**src/rtl/spi_shift_engine_pkg.sv**
```systemverilog
// Shared SPI types for the ILI9341 display link: FSM state encoding,
// per-transfer configuration and the four standard SPI mode constants.
package pkg_ili9341;

    typedef enum logic [1:0] {
        IDLE  = 2'd0,
        SETUP = 2'd1,
        SHIFT = 2'd2,
        HOLD  = 2'd3
    } spi_state_t;

    typedef struct packed {
        logic cpol;
        logic cpha;
        logic lsb_first;
    } spi_cfg_t;

    localparam spi_cfg_t SPI_MODE0 = '{cpol: 1'b0, cpha: 1'b0, lsb_first: 1'b0};
    localparam spi_cfg_t SPI_MODE1 = '{cpol: 1'b0, cpha: 1'b1, lsb_first: 1'b0};
    localparam spi_cfg_t SPI_MODE2 = '{cpol: 1'b1, cpha: 1'b0, lsb_first: 1'b0};
    localparam spi_cfg_t SPI_MODE3 = '{cpol: 1'b1, cpha: 1'b1, lsb_first: 1'b0};

endpackage

```
**src/rtl/spi_shift_engine_clk_div.sv**
```systemverilog
// SCLK half-period timer: emits a one-cycle tick every CLK_DIV enabled cycles.
// Clearing restarts the period so the first SCLK edge is aligned to the accept.
module spi_clk_div #(
    parameter int CLK_DIV = 4
) (
    input  logic clk,
    input  logic rst,
    input  logic en_i,
    input  logic clr_i,
    output logic tick_o
);

    localparam int CW = (CLK_DIV > 1) ? $clog2(CLK_DIV) : 1;
    localparam logic [CW-1:0] LAST = CW'(CLK_DIV - 1);

    logic [CW-1:0] cnt_q;
    logic [CW-1:0] cnt_d;

    assign tick_o = en_i && (cnt_q == LAST);

    always_comb begin
        cnt_d = cnt_q;
        if (clr_i) begin
            cnt_d = '0;
        end else if (en_i) begin
            cnt_d = tick_o ? '0 : cnt_q + CW'(1);
        end
    end

    always_ff @(posedge clk or negedge rst) begin
        if (!rst) begin
            cnt_q <= '0;
        end else begin
            cnt_q <= cnt_d;
        end
    end

endmodule

```
**src/rtl/spi_shift_engine.sv**
```systemverilog
// SPI master shift engine: variable word length, all four CPOL/CPHA modes,
// MSB/LSB order, generated SCLK and CS, start/done handshake.
module spi_shift_engine
    import pkg_ili9341::*;
#(
    parameter int DW      = 8,
    parameter int CLK_DIV = 4,
    parameter int LW      = $clog2(DW + 1)
) (
    input  logic          clk,
    input  logic          rst,
    input  logic          start,
    input  logic          cpol,
    input  logic          cpha,
    input  logic          lsb_first,
    input  logic [LW-1:0] len,
    input  logic [DW-1:0] tx_data,
    input  logic          miso,
    output logic          busy,
    output logic          done,
    output logic [DW-1:0] rx_data,
    output logic          sclk,
    output logic          mosi,
    output logic          cs_n
);

    // Handshake: start is taken only in IDLE (busy=0); done pulses for one
    // cycle with busy already low, so start in that cycle is accepted.
    localparam logic [1:0] S_IDLE  = IDLE;
    localparam logic [1:0] S_SETUP = SETUP;
    localparam logic [1:0] S_SHIFT = SHIFT;
    localparam logic [1:0] S_HOLD  = HOLD;

    localparam logic [LW-1:0] LEN_MAX = LW'(DW);

    logic [1:0]    state_q, state_d;
    spi_cfg_t      cfg_q, cfg_d;
    logic [LW-1:0] len_q, len_d;
    logic [LW-1:0] bit_cnt_q, bit_cnt_d;
    logic          lead_q, lead_d;
    logic [DW-1:0] tx_sh_q, tx_sh_d;
    logic [DW-1:0] rx_sh_q, rx_sh_d;
    logic [DW-1:0] rx_data_q, rx_data_d;
    logic          busy_q, busy_d;
    logic          done_q, done_d;
    logic          sclk_q, sclk_d;
    logic          mosi_q, mosi_d;
    logic          cs_n_q, cs_n_d;

    logic          accept;
    logic          tick;
    logic [LW-1:0] len_eff;
    logic [DW-1:0] tx_aligned;

    function automatic logic head_bit(input logic [DW-1:0] w, input logic lsb);
        return lsb ? w[0] : w[DW-1];
    endfunction

    function automatic logic [DW-1:0] shift_out(input logic [DW-1:0] w, input logic lsb);
        return lsb ? (w >> 1) : (w << 1);
    endfunction

    function automatic logic [DW-1:0] shift_in(input logic [DW-1:0] w, input logic b,
                                               input logic lsb);
        return lsb ? {b, w[DW-1:1]} : {w[DW-2:0], b};
    endfunction

    // MSB-first words are left-justified so the head bit is always w[DW-1].
    assign len_eff    = (len == '0 || len > LEN_MAX) ? LEN_MAX : len;
    assign tx_aligned = lsb_first ? tx_data : (tx_data << (LEN_MAX - len_eff));

    spi_clk_div #(
        .CLK_DIV(CLK_DIV)
    ) u_clk_div (
        .clk   (clk),
        .rst   (rst),
        .en_i  (state_q != S_IDLE),
        .clr_i (accept),
        .tick_o(tick)
    );

    always_comb begin
        state_d   = state_q;
        cfg_d     = cfg_q;
        len_d     = len_q;
        bit_cnt_d = bit_cnt_q;
        lead_d    = lead_q;
        tx_sh_d   = tx_sh_q;
        rx_sh_d   = rx_sh_q;
        rx_data_d = rx_data_q;
        busy_d    = busy_q;
        done_d    = 1'b0;
        sclk_d    = sclk_q;
        mosi_d    = mosi_q;
        cs_n_d    = cs_n_q;
        accept    = 1'b0;

        case (state_q)
            S_IDLE: begin
                sclk_d = cpol;
                mosi_d = 1'b1;
                cs_n_d = 1'b1;
                busy_d = 1'b0;
                if (start) begin
                    accept          = 1'b1;
                    state_d         = S_SETUP;
                    cfg_d.cpol      = cpol;
                    cfg_d.cpha      = cpha;
                    cfg_d.lsb_first = lsb_first;
                    len_d           = len_eff;
                    bit_cnt_d       = '0;
                    lead_d          = 1'b1;
                    rx_sh_d         = '0;
                    busy_d          = 1'b1;
                    cs_n_d          = 1'b0;
                    if (!cpha) begin
                        mosi_d  = head_bit(tx_aligned, lsb_first);
                        tx_sh_d = shift_out(tx_aligned, lsb_first);
                    end else begin
                        tx_sh_d = tx_aligned;
                    end
                end
            end
            S_SETUP: begin
                sclk_d = cfg_q.cpol;
                if (tick) state_d = S_SHIFT;
            end
            S_SHIFT: begin
                if (tick) begin
                    sclk_d = ~sclk_q;
                    lead_d = ~lead_q;
                    if (lead_q) begin
                        if (!cfg_q.cpha) begin
                            rx_sh_d = shift_in(rx_sh_q, miso, cfg_q.lsb_first);
                        end else begin
                            mosi_d  = head_bit(tx_sh_q, cfg_q.lsb_first);
                            tx_sh_d = shift_out(tx_sh_q, cfg_q.lsb_first);
                        end
                    end else begin
                        if (cfg_q.cpha) rx_sh_d = shift_in(rx_sh_q, miso, cfg_q.lsb_first);
                        if (bit_cnt_q == len_q - LW'(1)) begin
                            state_d = S_HOLD;
                            mosi_d  = 1'b1;
                        end else begin
                            bit_cnt_d = bit_cnt_q + LW'(1);
                            if (!cfg_q.cpha) begin
                                mosi_d  = head_bit(tx_sh_q, cfg_q.lsb_first);
                                tx_sh_d = shift_out(tx_sh_q, cfg_q.lsb_first);
                            end
                        end
                    end
                end
            end
            S_HOLD: begin
                sclk_d = cfg_q.cpol;
                mosi_d = 1'b1;
                if (tick) begin
                    state_d = S_IDLE;
                    done_d  = 1'b1;
                    busy_d  = 1'b0;
                    cs_n_d  = 1'b1;
                    // LSB-first bits were shifted in from the top; bring them down.
                    rx_data_d = cfg_q.lsb_first ? (rx_sh_q >> (LEN_MAX - len_q)) : rx_sh_q;
                end
            end
            default: state_d = S_IDLE;
        endcase
    end

    always_ff @(posedge clk or negedge rst) begin
        if (!rst) begin
            state_q   <= S_IDLE;
            cfg_q     <= SPI_MODE0;
            len_q     <= '0;
            bit_cnt_q <= '0;
            lead_q    <= 1'b1;
            tx_sh_q   <= '0;
            rx_sh_q   <= '0;
            rx_data_q <= '0;
            busy_q    <= 1'b0;
            done_q    <= 1'b0;
            sclk_q    <= 1'b0;
            mosi_q    <= 1'b1;
            cs_n_q    <= 1'b1;
        end else begin
            state_q   <= state_d;
            cfg_q     <= cfg_d;
            len_q     <= len_d;
            bit_cnt_q <= bit_cnt_d;
            lead_q    <= lead_d;
            tx_sh_q   <= tx_sh_d;
            rx_sh_q   <= rx_sh_d;
            rx_data_q <= rx_data_d;
            busy_q    <= busy_d;
            done_q    <= done_d;
            sclk_q    <= sclk_d;
            mosi_q    <= mosi_d;
            cs_n_q    <= cs_n_d;
        end
    end

    assign busy    = busy_q;
    assign done    = done_q;
    assign rx_data = rx_data_q;
    assign sclk    = sclk_q;
    assign mosi    = mosi_q;
    assign cs_n    = cs_n_q;

endmodule
```
**config.mk**
```make
export PLATFORM = sky130hd
export DESIGN_NAME = spi_shift_engine
export DESIGN_NICKNAME = d
export VERILOG_FILES = /design/src/rtl/spi_shift_engine_pkg.sv /design/src/rtl/spi_shift_engine_clk_div.sv /design/src/rtl/spi_shift_engine.sv
export SDC_FILE = /design/constraint.sdc
export NUM_CORES = 1
export LEC_CHECK = 0
export CORE_MARGIN = 1.5
export CORE_UTILIZATION = 52
export DETAILED_ROUTE_END_ITERATION = 6
export PLACE_DENSITY_LB_ADDON = 0.12
export REMOVE_ABC_BUFFERS = 1
export SKIP_LAST_GASP = 1
export SLEW_MARGIN = 5
export SYNTH_ARGS = -nofsm -noshare
export SYNTH_HDL_FRONTEND = slang
export SYNTH_SLANG_ARGS = --single-unit
```
**constraint.sdc**
```tcl
create_clock -name clk -period 2.9 [get_ports clk]
set_clock_uncertainty 0.2 [all_clocks]
set_input_delay 0.58 -clock clk [delete_from_list [all_inputs] [get_ports clk]]
set_output_delay 0.58 -clock clk [all_outputs]
set_load 0.05 [all_outputs]
```
==> out/summary.txt, run 1 <==
outcome = finished, violations left
failing checks = hold timing
DRT iter0 DRCs = 97
crit-path max FO = 5
Design Area, Final = 4070 sq um
r2r setup slk = 0.15 ns
part of the power in registers = 44.0%
Slew Limit Fails = 0
post-synthesis sequential area ratio = 33.8%
Sw Pwr = 359 uW
Critical Path Start Type = input pin
Net Sw Frac = 24.5%
total negative slack = 0 ns
Clock Latency Late Sink = 0.31 ns
Seq. cell area = 1130 sq um
synthesized flop and latch total = 45
Die H = 83.2 microns
RSZ-0062 raised after global routing = true
ys async rst share = 100%
Setup CP Type = input pin to register
num ports = 32
period utilisation layout = 98.1%
Overall Global Routing Usage = 24.5%
deepest clock path buffer count = 2
first-pass GRT wire length = 14100 microns
final net count = 448
critical path's slowest cell = clkdlybuf4s50_1
area of the multi-input gates = 2070 sq um
reg2reg start = len_q[1]
share of cells above drive strength 1 = 19.7%
Chip Width = 83.2 microns
GRT Residual Overflow = 0
pin count of the biggest net entering global routing = 28
initial antenna violation count = 0
CP Cell Sequence = clkdlybuf4s50_1 -> nor2b_2 -> inv_2 -> ha_4 -> mux2i_2 -> o21ai_1 -> mux2_2 -> a221oi_1 -> a21oi_1 -> mux2_4
WP data required = 2.90 ns
Gate Count Post-Synth = 376
Final Setup Violations = 0
r2r endpoint = bit_cnt_q[3]
total number of vias = 2981
worst hold slack = -0.00939 ns
YS warnings = 0
clock slew at reported path FFs = 0.09 ns
Buf+Inv Stages, Crit Path = 2
clock root buffer master = clkbuf_8
r2r worst-path depth = 8
Crit path largest cell delay = 0.47 ns
Vias/cell = 5.99
row count = 29
hold_buf cts = 0
Final Total Pwr = 1460 uW
Non-Filler Instances = 498
port bufs = 31
Antenna diodes = 0
die area = 6920 sq um
TritonCTS clock tree = yes
Max Cap Violations = 0
vias in the first global route = 2964
Slew Limit Headroom = 64.4%
pwr dens = 359 nW/um^2
syn avg cell area = 8.89 sq um
FMAX = 352 MHz
WL/cell = 16.0 microns
dpl cell area = 3870 sq um
VDD IR max = 0.212 mV
combinational fraction of design power = 16.1%
Cells after DPL = 489
P_leak = 0.00171 uW
hold crit path type = input pin to asynchronous set/reset pin
CTS Sinks = 45
Least-Margin Pin Slew = 0.534 ns
Cell variety after synth = 58
final WL = 7970 microns
drt pass-1 iters = 4
Post-synth EDFFs = 0
core area = 6280 sq um
Area growth syn-to-layout = 21.9%
dominant synthesized flop cell = dfrtp_1
H-Tree Depth = 2
internal power = 1100 uW
crit end category = register
gp weighted congestion = 0.859
cts bufs inserted = 5
Crit path max-delay family = multiplexers
DRC viols = 0
Arr. time, crit path = 2.84 ns
Tmin final = 2.84 ns
Fillers = 511
Post-DRT Antenna Nets = 0
clock share of power = 40.0%
final hold violations = 7
Initial Utilization = 53.2%
Netlist Area Pre-Place = 3340 sq um
detailed-placement wirelength estimate = 5970 microns
[placed cells by master (no fill, tap or decap), drive strengths merged, types with 17 or more instances in the layout]
cell / instances
nand2: 42
dfrtp: 42
o21ai: 38
buf: 31
clkdlybuf4s50: 29
inv: 26
nor2: 21
mux2: 21
mux2i: 21
a21oi: 17
[power by group through the flow]
stage | clock (uW) | combinational [uW] | sequential (uW)
final | 585 | 235 | 644
after global routing | 617 | 257 | 645
after CTS | 600 | 219 | 644
after detailed placement | 0 | 215 | 656
after global placement | 0 | 210 | 656
after floorplan | 0 | 109 | 653
[cells in the mapped netlist, types with 3 or more instances]
cell type  instances  area (sq um)
ha_1               9           113
nand2_1           42           158
a31oi_1            4          25.0
o22ai_1            7          43.8
clkbuf_1          19          71.3
a21o_1             7          52.6
a22o_1             5          43.8
dfstp_2            3          78.8
a21oi_1           17          85.1
mux2_2            18           203
nor2_1            21          78.8
inv_1             25          93.8
mux2_4             3          45.0
dfrtp_1           42          1050
a221oi_1           5          43.8
mux2i_1           21           210
nand3_1           13          65.1
mux4_2             4          90.1
o21ai_0           37           185
nand2b_1           5          31.3
o211ai_1           3          22.5
nor2b_1            6          37.5
and2_1             3          18.8
xnor2_1           10          87.6
nor3_1             7          35.0
[registers in the layout, indices dropped and copies added, names as in the netlist, 2 cells and up]
signal and cells:
bit_cnt_q 4, tx_sh_q 8, len_q 4, state_q 2, rx_data 8, u_clk_div.cnt_q 2, rx_sh_q 8, cfg_q 3
[cells by family (layout without fill, tap and decap cells)]
kind of cell	Yosys count	after routing	synth area share, %
buf+inv	49	94	6.03
xor+xnor	12	12	3.71
simple gates	107	107	15.3
compound gates	108	108	21.4
flops	45	45	33.8
fa+ha+maj	9	9	3.37
mux	46	46	16.4
[how the worst max path moves through the flow]
| stage | from | endpoint | slack (ns) | depth (start not counted) |
|---|---|---|---|---|
| final | len[0] | tx_sh_q[3] | 0.06 | 10 |
| after CTS | len[0] | mosi | 0.02 | 10 |
| after floorplan | len[0] | tx_sh_q[3] | -0.54 | 9 |
| after global routing | len[0] | tx_sh_q[3] | -0.05 | 10 |
| after detailed placement | len[0] | mosi | -0.44 | 10 |
| after global placement | len[0] | tx_sh_q[4] | -0.30 | 9 |
[stage by stage]
step	hold WS, ns	setup slack (ns)	utilization (%)
global route	0.0278	-0.0453	64.9
finish	-0.00939	0.0564	64.9
floorplan	0.0844	-0.540	-
detailed placement	0.269	-0.436	61.6
CTS	0.00320	0.0178	64.0
global placement	0.263	-0.303	61.6
[cell type report]
cell class / count / area share [%]
clock buffer: 5 / 1.69
clock inverter: 3 / 1.69
inverter: 25 / 2.30
multi-input combinational: 282 / 50.8
sequential: 45 / 27.7
tap: 77 / 2.36
timing repair buffer: 61 / 13.4
[timing repair]
item                                    4_1_cts  5_1_grt
endpoints found under the setup margin        6        6
setup buffers                                 0        1
pin swaps                                     0        0
resized for setup                             2       12
[metal layers]
metal	vias to the layer above	share of wire (%)	global-route usage (%)	wire, microns
met2	53	51	41.1	4070
met3	13	2.9	2.98	231
met4	0	1.4	7.58	114
li1	1445	-	-	-
met5	-	0	0	0
met1	1470	45	33.3	3560
No activity file was read; power rests on OpenSTA's default activity.
==> run 2, diff against run 1 <==
CORE_MARGIN = 10   (was 1.5)
==> run 2 against run 1 <==
The flow now finishes without violations. Power decreased by 12%. Sequential cell count is the same. Critical endpoint is now mosi. Cell count rose by 0.20%. Routed wire length grew 2.8%. Largest power group unchanged. Highest routed layer unchanged. Core utilization fell by 0.71 points. Die area up 45%. Sequential power about the same.
==> out/summary.txt, run 2 (synthesis results as in run 1) <==
final WL = 8190 microns
crit-path max FO = 6
FMAX = 355 MHz
Vias/cell = 5.90
pin count of the biggest net entering global routing = 30
row count = 29
Fillers = 553
Least-Margin Pin Slew = 0.508 ns
TritonCTS clock tree = yes
H-Tree Depth = 2
WP data required = 2.93 ns
Clock Latency Late Sink = 0.31 ns
reg2reg start = len_q[1]
gp weighted congestion = 0.910
num ports = 32
critical path's slowest cell = clkdlybuf4s50_1
total number of vias = 2943
CTS Sinks = 45
Area growth syn-to-layout = 21.3%
commonest cells after routing, fill and taps aside = nand2_1, dfrtp_1, o21ai_0
detailed-placement wirelength estimate = 6130 microns
Chip Width = 100 microns
drt pass-1 iters = 4
Slew Limit Headroom = 66.0%
clock slew at reported path FFs = 0.09 ns
Non-Filler Instances = 499
Slew Limit Fails = 0
Critical Path Start Type = input pin
RSZ-0062 raised after global routing = false
critical path startpoint = len[1]
period utilisation layout = 97.0%
VDD IR max = 0.226 mV
first-pass GRT wire length = 14000 microns
Post-DRT Antenna Nets = 0
core area = 6310 sq um
final hold violations = 0
GRT Residual Overflow = 0
crit end category = register
Overall Global Routing Usage = 16.5%
Crit path largest cell delay = 0.52 ns
cts bufs inserted = 5
P_leak = 0.00172 uW
Initial Utilization = 52.9%
Tmin final = 2.81 ns
DRC viols = 0
CP Cell Sequence = clkdlybuf4s50_1 -> nand2b_4 -> ha_4 -> mux2i_2 -> mux2i_2 -> mux2_4 -> mux2_2 -> nor4_4 -> o32ai_2
clock root buffer master = clkbuf_8
Arr. time, crit path = 2.84 ns
DRT iter0 DRCs = 116
Setup CP Type = input pin to register
Final Setup Violations = 0
vias in the first global route = 3000
outcome = complete, no violations
r2r setup slk = 0.22 ns
Final Total Pwr = 1290 uW
Max Cap Violations = 0
deepest clock path buffer count = 2
Die H = 100 microns
Cells after DPL = 490
pwr dens = 318 nW/um^2
initial antenna violation count = 0
cell mode on critical path = mux2i_2
port bufs = 31
share of cells above drive strength 1 = 19.9%
final net count = 449
WL/cell = 16.4 microns
die area = 10000 sq um
hold crit path type = register to register
Antenna diodes = 0
HP Start = rx_data[0]
## run 2: stage by stage
stage / worst slack (ns) / hold slack (ns) / TNS [ns] / util, % / instance area [sq um]
2_1_floorplan: -0.540 / 0.0844 / -2.53 / - / 3230
3_3_place_gp: -0.342 / 0.225 / -1.87 / 61.2 / 3860
3_5_place_dp: -0.491 / 0.225 / -2.50 / 61.2 / 3860
4_1_cts: 0.00615 / 0.290 / 0 / 63.2 / 3990
5_1_grt: 0.0474 / 0.320 / 0 / 64.2 / 4050
6_report: 0.0864 / 0.281 / 0 / 64.2 / 4050
## run 2: worst paths after layout
kind,to,depth (start not counted)
max in group asynchronous,cs_n,3
min,rx_data[0],2
min reg2reg,rx_data[0],2
max reg2reg,bit_cnt_q[3],8
min in group asynchronous,rx_data[0],2
max,mosi,9
## run 2: where the power goes
group | total, uW | switching, uW | leakage [uW] | internal [uW]
sequential | 644 | 9.29 | 0.000574 | 635
clock | 406 | 235 | 0.0000445 | 171
combinational | 238 | 115 | 0.00110 | 123
## run 2: final cells by class
type                       count  area (sq um)  share of cell area [%]
sequential                    45          1130                    27.9
multi-input combinational    282          2090                    51.7
timing repair buffer          62           549                    13.6
inverter                      25          93.8                    2.32
tap                           77          96.3                    2.38
clock inverter                 3          21.3                   0.525
clock buffer                   5          68.8                    1.70
## run 2: timing repair
action	in CTS	in global routing
hold buffers	1	0
endpoints found under the hold margin	6	0
endpoints found under the setup margin	6	6
pin swaps	0	3
buffers inserted	0	0
resized for setup	5	14
## run 2: layer usage
| metal | wire, microns | global-route usage [%] | vias to the layer above |
|---|---|---|---|
| met5 | 0 | 0 | - |
| met4 | 171 | 5.76 | 0 |
| met3 | 261 | 2.68 | 15 |
| met2 | 4130 | 28.7 | 58 |
| met1 | 3630 | 20.0 | 1418 |
| li1 | - | - | 1452 |
## run 2: worst max-delay path, delay by kind of cell
kind | cells | cell delay [ns]
AOI/OAI and AO/OA | 1 | 0.12
and+or+nand+nor | 2 | 0.33
adders and majority gates | 1 | 0.32
muxes | 4 | 0.97
buffers and inverters | 1 | 0.52
==> run 3, diff against run 2 <==
SKIP_LAST_GASP = unset   (was 1)
==> results of run 3 <==
No change in the layout: final DEF, timing and power equal those of run 2.
